### src/rtl/text_ram.sv
// Multi-line ASCII character store with a registered read port, a runtime
// character write port and a number-to-ASCII field loader.
module text_ram #(
  parameter TEXT = "START GAME",
  parameter int unsigned LINES = 2,
  parameter int unsigned COLS = 16,
  parameter int unsigned DIGITS = 3,
  parameter int unsigned VAL_W = 10,
  parameter bit LEAD_ZERO = 1'b1,
  localparam int unsigned LW = (LINES > 1) ? $clog2(LINES) : 1,
  localparam int unsigned CW = (COLS > 1) ? $clog2(COLS) : 1
) (
  input  logic             clk,
  input  logic             rst_n,
  input  logic [LW-1:0]    char_line,
  input  logic [CW-1:0]    char_col,
  output logic [6:0]       char_code,
  input  logic             wr_en,
  input  logic [LW-1:0]    wr_line,
  input  logic [CW-1:0]    wr_col,
  input  logic [6:0]       wr_char,
  input  logic             num_start,
  input  logic [VAL_W-1:0] num_value,
  input  logic [LW-1:0]    num_line,
  input  logic [CW-1:0]    num_col,
  output logic             num_busy,
  output logic             num_done
);

  localparam int unsigned NUM      = LINES * COLS;
  localparam int unsigned IW       = (NUM > 1) ? $clog2(NUM) : 1;
  localparam int unsigned BW       = 4 * DIGITS;
  localparam int unsigned TEXT_LEN = $bits(TEXT) / 8;
  localparam int unsigned CNT_N    = (VAL_W > DIGITS) ? VAL_W : DIGITS;
  localparam int unsigned CNTW     = $clog2(CNT_N + 1);

  function automatic longint unsigned pow10(int unsigned n);
    longint unsigned r;
    r = 1;
    for (int unsigned i = 0; i < n; i++) r = r * 10;
    return r;
  endfunction

  localparam longint unsigned MAX_VAL = pow10(DIGITS) - 1;

  typedef logic [6:0] mem_t [NUM];
  typedef enum logic [1:0] {S_IDLE, S_CONV, S_WRITE, S_DONE} state_e;

  // First character of the string sits at the top byte of the literal.
  function automatic mem_t init_mem();
    mem_t m;
    for (int unsigned i = 0; i < NUM; i++) begin
      if (i < TEXT_LEN) m[i] = TEXT[8*(TEXT_LEN-1-i) +: 7];
      else              m[i] = 7'h20;
    end
    return m;
  endfunction

  mem_t mem_q = init_mem();

  state_e           state_q, state_d;
  logic [VAL_W-1:0] val_q, val_d;
  logic [BW-1:0]    bcd_q, bcd_d;
  logic [LW-1:0]    line_q, line_d;
  logic [CW-1:0]    col_q, col_d;
  logic [CNTW-1:0]  cnt_q, cnt_d;
  logic             nz_q, nz_d;
  logic [6:0]       char_code_q, char_code_d;
  logic             num_busy_q, num_busy_d;
  logic             num_done_q, num_done_d;

  logic             mem_we;
  logic [IW-1:0]    mem_waddr;
  logic [6:0]       mem_wdata;
  logic [BW-1:0]    adj;
  logic [3:0]       digit;
  logic             last_digit;
  logic             blank;
  int unsigned      wcol;

  // Read port: out-of-range addresses read as a space.
  always_comb begin
    char_code_d = 7'h20;
    if ((32'(char_line) < LINES) && (32'(char_col) < COLS))
      char_code_d = mem_q[IW'(32'(char_line) * COLS + 32'(char_col))];
  end

  // Loader next-state, BCD conversion and memory write selection.
  always_comb begin
    state_d    = state_q;
    val_d      = val_q;
    bcd_d      = bcd_q;
    line_d     = line_q;
    col_d      = col_q;
    cnt_d      = cnt_q;
    nz_d       = nz_q;
    num_busy_d = (state_q == S_CONV) || (state_q == S_WRITE);
    num_done_d = (state_q == S_DONE);
    mem_we     = 1'b0;
    mem_waddr  = '0;
    mem_wdata  = '0;
    adj        = bcd_q;
    digit      = bcd_q[BW-1 -: 4];
    last_digit = (cnt_q == CNTW'(DIGITS - 1));
    blank      = 1'b0;
    wcol       = 32'(col_q) + 32'(cnt_q);

    if (wr_en && !num_busy_q && (32'(wr_line) < LINES) && (32'(wr_col) < COLS)) begin
      mem_we    = 1'b1;
      mem_waddr = IW'(32'(wr_line) * COLS + 32'(wr_col));
      mem_wdata = wr_char;
    end

    case (state_q)
      S_IDLE: begin
        if (num_start) begin
          val_d   = (64'(num_value) > MAX_VAL) ? VAL_W'(MAX_VAL) : num_value;
          line_d  = num_line;
          col_d   = num_col;
          bcd_d   = '0;
          cnt_d   = '0;
          nz_d    = 1'b0;
          state_d = S_CONV;
        end
      end
      S_CONV: begin
        for (int unsigned i = 0; i < DIGITS; i++)
          if (bcd_q[4*i +: 4] >= 4'd5) adj[4*i +: 4] = bcd_q[4*i +: 4] + 4'd3;
        bcd_d = (adj << 1) | BW'(val_q[VAL_W-1]);
        val_d = val_q << 1;
        if (cnt_q == CNTW'(VAL_W - 1)) begin
          cnt_d   = '0;
          state_d = S_WRITE;
        end else begin
          cnt_d = cnt_q + CNTW'(1);
        end
      end
      S_WRITE: begin
        blank = !LEAD_ZERO && !nz_q && (digit == 4'd0) && !last_digit;
        if (digit != 4'd0) nz_d = 1'b1;
        // Columns past the line end are skipped rather than wrapped.
        if ((32'(line_q) < LINES) && (wcol < COLS)) begin
          mem_we    = 1'b1;
          mem_waddr = IW'(32'(line_q) * COLS + wcol);
          mem_wdata = blank ? 7'h20 : (7'h30 + 7'(digit));
        end
        bcd_d = bcd_q << 4;
        if (last_digit) begin
          cnt_d   = '0;
          state_d = S_DONE;
        end else begin
          cnt_d = cnt_q + CNTW'(1);
        end
      end
      S_DONE: state_d = S_IDLE;
      default: state_d = S_IDLE;
    endcase
  end

  always_ff @(posedge clk or negedge rst_n) begin
    if (!rst_n) begin
      state_q     <= S_IDLE;
      val_q       <= '0;
      bcd_q       <= '0;
      line_q      <= '0;
      col_q       <= '0;
      cnt_q       <= '0;
      nz_q        <= 1'b0;
      char_code_q <= 7'h00;
      num_busy_q  <= 1'b0;
      num_done_q  <= 1'b0;
    end else begin
      state_q     <= state_d;
      val_q       <= val_d;
      bcd_q       <= bcd_d;
      line_q      <= line_d;
      col_q       <= col_d;
      cnt_q       <= cnt_d;
      nz_q        <= nz_d;
      char_code_q <= char_code_d;
      num_busy_q  <= num_busy_d;
      num_done_q  <= num_done_d;
    end
  end

  // Storage is deliberately outside the reset domain.
  always_ff @(posedge clk) begin
    if (mem_we) mem_q[mem_waddr] <= mem_wdata;
  end

  assign char_code = char_code_q;
  assign num_busy  = num_busy_q;
  assign num_done  = num_done_q;

endmodule

### config.mk
export PLATFORM = sky130hd
export DESIGN_NAME = text_ram
export DESIGN_NICKNAME = d
export VERILOG_FILES = /design/src/rtl/text_ram.sv
export SDC_FILE = /design/constraint.sdc
export NUM_CORES = 1
export LEC_CHECK = 0
export BUFFER_PORTS_ARGS = -buffer_cell sky130_fd_sc_hd__buf_2
export CAP_MARGIN = 10
export CORE_MARGIN = 2
export CORE_UTILIZATION = 25
export DETAILED_ROUTE_END_ITERATION = 10
export PLACE_DENSITY = 0.39
export SLEW_MARGIN = 10
export SYNTH_ARGS = -nofsm -noshare
export SYNTH_HDL_FRONTEND = slang
export SYNTH_SLANG_ARGS = --single-unit
### constraint.sdc
create_clock -name clk -period 2.8 [get_ports clk]
set_input_delay 0.56 -clock clk [delete_from_list [all_inputs] [get_ports clk]]
set_output_delay 0.56 -clock clk [all_outputs]
set_load 0.03 [all_outputs]
==> out/qor.yml, run 1 <==
route:
  antenna_left: 0
  drcViolationCount: 0
  drt-total-wl_um: 28800
  route.detailed.vias_per_inst: 4.55
  dr_total_vias: 6124
  drt_first_iter_violations: 525
  post_drt_wl_per_cell_um: 21.4
  firstDrtPassIters: 6
floorplan:
  die_height_um: 215
  die_area_sq_mm: 0.0463
  effective_utilization_at_floorplan_pct: 25.3
  core_area_sq_mm: 0.0441
  fp.dieW_um: 215
  placement_rows: 77
  num_io_pins: 45
sta:
  relSlewSlack_pct: 66.4
  fin_setup_tns_ns: 0
  fin_skew_ns: 0.0265
  timing.final.setup_violations: 0
  number_of_hold_slack_violations_in_the_final_timing_report: 0
  timing.final.max_slew_violations: 0
  clock_period_minus_final_worst_setup_slack_ns: 2.70
  rsz0062_at_grt: "false"
  fmax_mhz: 371
  final_min_period_over_clock_period_pct: 96.3
  setup_slack_ns: 0.104
  worst_margin_pin_slew_ns: 0.504
cts:
  htree_levels: 1
  clock_tree_root_buffer_cell: "sky130_fd_sc_hd__clkbuf_16"
  cts_buffers: 30
  clk_buf_depth: 3
  cts.reportedPaths.clkPinSlew_ns: 0.06
  postCtsSetupBuffers: 0
  cts_sinks: 266
  clk-insertion-delay-late_ns: 0.59
  tritoncts: "done"
placement:
  place_inst: 1288
  gpl.final_weighted_congestion: 0.768
  hpwl_um: 19200
  port_buffers: 44
  dpl_worst_slack_ns: 0.0906
setup_path:
  timing.setup.critical_path_class: "reg2reg"
  cp_cell_instances: "ha_1, fa_1, a21o_1, a21o_2, a221o_1, buf_12, nor3_1, buf_4"
  cp_data_arrival_time_ns: 2.99
  r2r_start: "col_q[0]"
  critical_path.max_stage_delay_ns: 0.39
  reg2reg_setup_slack_ns: 0.10
  timing.critical_path.to: "mem_q[0][5]"
  ff2ff_path_depth: 8
  worstPathRequired_ns: 3.10
  crit_path_start: "col_q[0]"
  critical_path.startpoint_type: "flop"
  endpoint_kind_of_the_worst_setup_timing_path: "flop"
  critical_path.max_fanout: 16
  critical_path.slowest_cell: "sky130_fd_sc_hd__fa_1"
  critical_path.reg2reg.endpoint: "mem_q[0][5]"
power:
  power_density_over_the_cells_mw_per_mm2: 911
  worst_ir_drop_vdd_uv: 496
  power.sequential.fraction_pct: 41.4
  p_comb_share_pct: 27.2
  switchingPower_mw: 3.96
  power_report.internal_total_mw: 8.63
  power.total_mw: 12.6
  power.static_leakage_nw: 4.77
  power_switching_share_pct: 31.5
  clkPwrFrac_pct: 31.4
final_layout:
  syn_to_final_growth_pct: 23.9
  design.final.nets: 780
  stdcell_count: 1345
  finish.utilization_pct: 31.3
  layout-drive-gt1-share_pct: 35.6
worst_hold_path:
  hold_path_class: "in2reg"
  hold_start: "num_col[3]"
synth:
  synth_enable_flop_cells: 224
  seq_area_frac_synth_pct: 69.7
  yosys-top-cells-area: "sky130_fd_sc_hd__edfxtp_1 60%, sky130_fd_sc_hd__mux4_2 14%, sky130_fd_sc_hd__dfrtp_1 9.4%"
  synth_fp_nets: 662
  syn_inst: 611
  ys_ff_latch: 266
  synthArstFlopShare_pct: 15.8
  ys.warnings.count: 0
  synthesis.area_sq_mm: 0.0112
  synth_most_common_cell: "sky130_fd_sc_hd__edfxtp_1"
  syn_avg_cell_area_sq_um: 18.3
  synth_top_cell_by_area: "sky130_fd_sc_hd__edfxtp_1"
  synthFlopType: "sky130_fd_sc_hd__edfxtp_1"
  yosysUniqueCellTypes: 50
  synth_commonest_cells: "224 x sky130_fd_sc_hd__edfxtp_1, 70 x sky130_fd_sc_hd__mux4_2, 42 x sky130_fd_sc_hd__dfrtp_1"
  synth.top_cell.area_share_pct: 60.3
grt:
  grt_pass1_vias: 6633
  grt-ovfl-total: 0
  grt_use_total_pct: 12.6
  antenna_found_initial: 1
  wire_length_of_the_first_global_routing_pass_um: 43100
  grt_max_degree: 57
flow_run:
  drv.max_cap_violation_count: 0
outcome:
  status: "finished clean"
[power groups by stage]
stage               Sequential [mW]  Clock (mW)  Combinational [mW]
global placement               5.29           0                3.44
detailed placement             5.30           0                3.45
floorplan                      5.31           0                1.81
CTS                            5.22        4.08                3.46
finish                         5.22        3.95                3.43
global route                   5.26        4.21                3.77
[state kept, by name, indices dropped and copies added (netlist names)]
register / flops
bcd_q: 12
char_code: 7
cnt_q: 4
col_q: 4
line_q: 1
mem_q: 224
num_busy: 1
num_done: 1
state_q: 2
val_q: 10
[routing by layer]
| metal | part of all wire (%) | routed length (um) | track usage (%) |
|---|---|---|---|
| met3 | 3.8 | 1090 | 1.88 |
| met4 | 2.5 | 725 | 3.40 |
| met2 | 46 | 13300 | 20.0 |
| met1 | 48 | 13700 | 17.9 |
| met5 | 0 | 0 | 0 |
[cell usage in the layout (no fill, tap or decap), drive strengths merged, types with 7 or more instances in the layout]
cell,instances
edfxtp,224
mux2,18
clkbuf,31
ha,14
a21oi,8
dfrtp,42
mux2i,12
nor3,36
nor2,10
o22ai,7
o21ai,24
mux4,70
nand2,36
buf,113
clkinv,17
inv,13
[cells by family (layout without fill, tap and decap cells)]
logic type	after synthesis	count (layout)	synth area share, %
flip-flops	266	266	69.7
buffers and inverters	41	182	1.76
XOR/XNOR	7	7	0.550
other	0	1	0
AO/OA/AOI/OAI	71	71	4.28
adder cells (fa/ha/maj)	15	15	1.75
AND/OR/NAND/NOR	111	111	4.91
multiplexers	100	100	17.0
[final cells by class]
cell class                      instances  area, sq um
Clock buffer                           31          754
Timing Repair Buffer                  114          975
Antenna cell                            1         2.50
Clock inverter                         24          245
Sequential cell                       266         7780
Inverter                               13         48.8
Multi-Input combinational cell        304         3280
Fill cell                            4366        30300
Tap cell                              592          741
[per-stage QoR]
| step | hold slack [ns] | area, sq um |
|---|---|---|
| 2_1_floorplan | 0.264 | 11200 |
| 5_1_grt | 0.205 | 13800 |
| 4_1_cts | 0.185 | 13800 |
| 3_5_place_dp | 0.481 | 12800 |
| 3_3_place_gp | 0.461 | 12800 |
| 6_report | 0.222 | 13800 |
[worst min path at each step]
stage	endpoint	slack [ns]	depth (start not counted)
finish	col_q[3]	0.22	2
global route	col_q[0]	0.20	2
CTS	col_q[3]	0.18	2
detailed placement	val_q[7]	0.48	2
global placement	val_q[7]	0.46	2
floorplan	bcd_q[0]	0.26	0
[worst max-delay path: cells and delay by family, from the launching register on]
| family | cells | cell delay [ns] |
|---|---|---|
| compound gates | 3 | 0.84 |
| fa+ha+maj | 2 | 0.62 |
| buf+inv | 2 | 0.37 |
| flops | 1 | 0.38 |
| simple gates | 1 | 0.20 |
[timing repair]
item	4_1_cts	5_1_grt
endpoints found under the hold margin	21	0
hold buffers	1	0
endpoints found under the setup margin	0	114
gates resized for setup	0	10
Power figures use the tool's default switching activity.
==> run 2: changes to the inputs <==
- PLACE_DENSITY: 0.39 -> 0.38
- clock period: 2.8 -> 3.15 ns (I/O delays scaled with it)
==> out/qor.yml, run 2 (synthesis gave the netlist of run 1 again) <==
outcome:
  status: "finished clean"
cts:
  clock_tree_root_buffer_cell: "sky130_fd_sc_hd__clkbuf_16"
  clk-insertion-delay-late_ns: 0.57  # -0.02 ns
  tritoncts: "done"
  hold_buffers: 0  # -1
  cts.reportedPaths.clkPinSlew_ns: 0.06  # about the same
  htree_levels: 1  # unchanged
  postCtsSetupBuffers: 0  # unchanged
  clk_buf_depth: 3  # unchanged
  cts_buffers: 31  # +3.3%
  post_cts_resize_count: 9  # +9
  cts_sinks: 266  # unchanged
sta:
  relSlewSlack_pct: 24.3  # -42 points
  timing.hold.ws_ns: 0.284  # +0.0616 ns
  rsz0062_at_grt: "false"
  setup_slack_ns: 0.167  # +0.0634 ns
  fin_skew_ns: 0.00906  # -0.0174 ns
  number_of_hold_slack_violations_in_the_final_timing_report: 0  # unchanged
  final_min_period_over_clock_period_pct: 94.7  # -1.6 points
  worst_margin_pin_slew_ns: 1.13  # +0.631 ns
  timing.final.max_slew_violations: 0  # unchanged
  fmax_mhz: 335  # -9.6%
  clock_period_minus_final_worst_setup_slack_ns: 2.98  # +0.287 ns
  timing.final.setup_violations: 0  # unchanged
placement:
  dpl_worst_slack_ns: -0.228  # -0.318 ns
  hpwl_um: 19200  # about the same
  port_buffers: 44  # unchanged
  gpl.final_weighted_congestion: 0.747  # -2.8%
  placement.cell_area_sq_mm: 0.0125  # -2.4%
  place_inst: 1271  # -1.3%
setup_path:
  critical_path.reg2reg.endpoint: "mem_q[0][3]"
  critical_path.startpoint_type: "flop"
  crit_path_start: "cnt_q[0]"
  cp_data_arrival_time_ns: 3.18  # +0.19 ns
  critical_path.max_fanout: 16  # unchanged
  worstPathRequired_ns: 3.35  # +0.25 ns
  endpoint_kind_of_the_worst_setup_timing_path: "flop"
  reg2reg_setup_slack_ns: 0.17  # +0.06 ns
  timing.setup.critical_path_class: "reg2reg"
  timing.critical_path.to: "mem_q[0][3]"
  r2r_start: "cnt_q[0]"
  ff2ff_path_depth: 7  # -1
grt:
  grt_pass1_vias: 6478  # -2.3%
  grt-ovfl-total: 0  # unchanged
  antenna_found_initial: 0  # -1
  wire_length_of_the_first_global_routing_pass_um: 42500  # -1.5%
  grt_use_total_pct: 12.3  # -0.31 points
  grt_max_degree: 43  # -25%
floorplan:
  die_area_sq_mm: 0.0463  # unchanged
  effective_utilization_at_floorplan_pct: 25.3  # unchanged
  die_height_um: 215  # unchanged
  num_io_pins: 45  # unchanged
  fp.dieW_um: 215  # unchanged
  placement_rows: 77  # unchanged
  core_area_sq_mm: 0.0441  # unchanged
route:
  drt_first_iter_violations: 345  # -34%
  dr_total_vias: 5967  # -2.6%
  post_drt_wl_per_cell_um: 21.0  # -1.9%
  antenna_left: 0  # unchanged
  firstDrtPassIters: 4  # -2
  route.detailed.vias_per_inst: 4.49  # -1.4%
  drt-total-wl_um: 28000  # -3.1%
  drcViolationCount: 0  # unchanged
power:
  worst_ir_drop_vdd_uv: 434  # -12%
  power.total_mw: 10.9  # -14%
  power_density_over_the_cells_mw_per_mm2: 803  # -12%
  power.static_leakage_nw: 4.62  # -3.1%
final_layout:
  layout-drive-gt1-share_pct: 33.8  # -1.9 points
  top_register: "mem_q"
  design.final.nets: 763  # -2.2%
  largest_registers: "mem_q: 224 flops, bcd_q: 12 flops, val_q: 10 flops"
  syn_to_final_growth_pct: 21.4
  number_of_diodes_added_for_antenna_fixing: 0  # -1
  most-common-layout-cells: "224 x sky130_fd_sc_hd__edfxtp_1, 70 x sky130_fd_sc_hd__mux4_2, 45 x sky130_fd_sc_hd__buf_4"
  design_area_sq_mm: 0.0135  # -2.1%
  largest_register_ffs: 224  # unchanged
  mostFrequentLayoutCell: "sky130_fd_sc_hd__edfxtp_1"
  stdcell_count: 1329  # -1.2%
worst_hold_path:
  hold_path_class: "in2async"
flow_run:
  drv.max_cap_violation_count: 0  # unchanged
[run 2: cell count changes in the layout (fill, tap and decap cells not counted), moves of 2 or more]
cell | before | now
sky130_fd_sc_hd__nor3_2 | 14 | 16
sky130_fd_sc_hd__clkbuf_1 | 1 | 11
sky130_fd_sc_hd__buf_4 | 50 | 45
sky130_fd_sc_hd__clkinv_1 | 9 | 3
sky130_fd_sc_hd__clkinv_2 | 6 | 3
sky130_fd_sc_hd__buf_6 | 3 | 0
sky130_fd_sc_hd__clkbuf_16 | 30 | 32
sky130_fd_sc_hd__bufinv_16 | 4 | 1
sky130_fd_sc_hd__buf_12 | 17 | 8
[run 2: how the worst min path moves through the flow]
stage                     depth (start not counted)  slack, ns  endpoint
after floorplan                                   0       0.33  bcd_q[0]
after global placement                            2       0.46  val_q[8]
after detailed placement                          2       0.48  val_q[1]
after CTS                                         2       0.27  col_q[3]
after global routing                              2       0.26  col_q[3]
final                                             1       0.28  val_q[2]
[run 2: metrics by stage]
stage | utilization, % | setup TNS [ns]
global route | 30.7 | 0
global placement | 28.3 | -0.916
floorplan | - | 0
CTS | 30.6 | -2.38
finish | 30.7 | 0
detailed placement | 28.3 | -8.65
[run 2: final cells by class]
| type | count | area, sq um |
|---|---|---|
| clock buffer | 44 | 856 |
| clock inverter | 14 | 125 |
| fill | 4403 | 30600 |
| inverter | 13 | 48.8 |
| multi-input combinational | 304 | 3280 |
| sequential | 266 | 7780 |
| tap | 592 | 741 |
| timing repair buffer | 96 | 713 |
[run 2: worst max-delay path: stages (launching register included)]
cell and delay [ns]:
sky130_fd_sc_hd__dfrtp_1 0.42, sky130_fd_sc_hd__ha_1 0.23, sky130_fd_sc_hd__fa_1 0.40, sky130_fd_sc_hd__a21o_1 0.19, sky130_fd_sc_hd__a21o_1 0.26, sky130_fd_sc_hd__a221o_1 0.38, sky130_fd_sc_hd__buf_12 0.18, sky130_fd_sc_hd__nor3_2 0.55
[run 2: per-layer routing]
| metal | vias up | track usage (%) | wire, um |
|---|---|---|---|
| met5 | - | 0 | 0 |
| met4 | 0 | 2.83 | 452 |
| met3 | 33 | 2.38 | 1480 |
| met2 | 131 | 20.1 | 13300 |
| met1 | 3115 | 16.8 | 12700 |
| li1 | 2688 | - | - |
[run 2: where the power goes]
part | switching (mW) | internal (mW) | total (mW)
Combinational | 1.80 | 1.02 | 2.82
Sequential | 0.169 | 4.47 | 4.64
Clock | 1.43 | 1.99 | 3.42
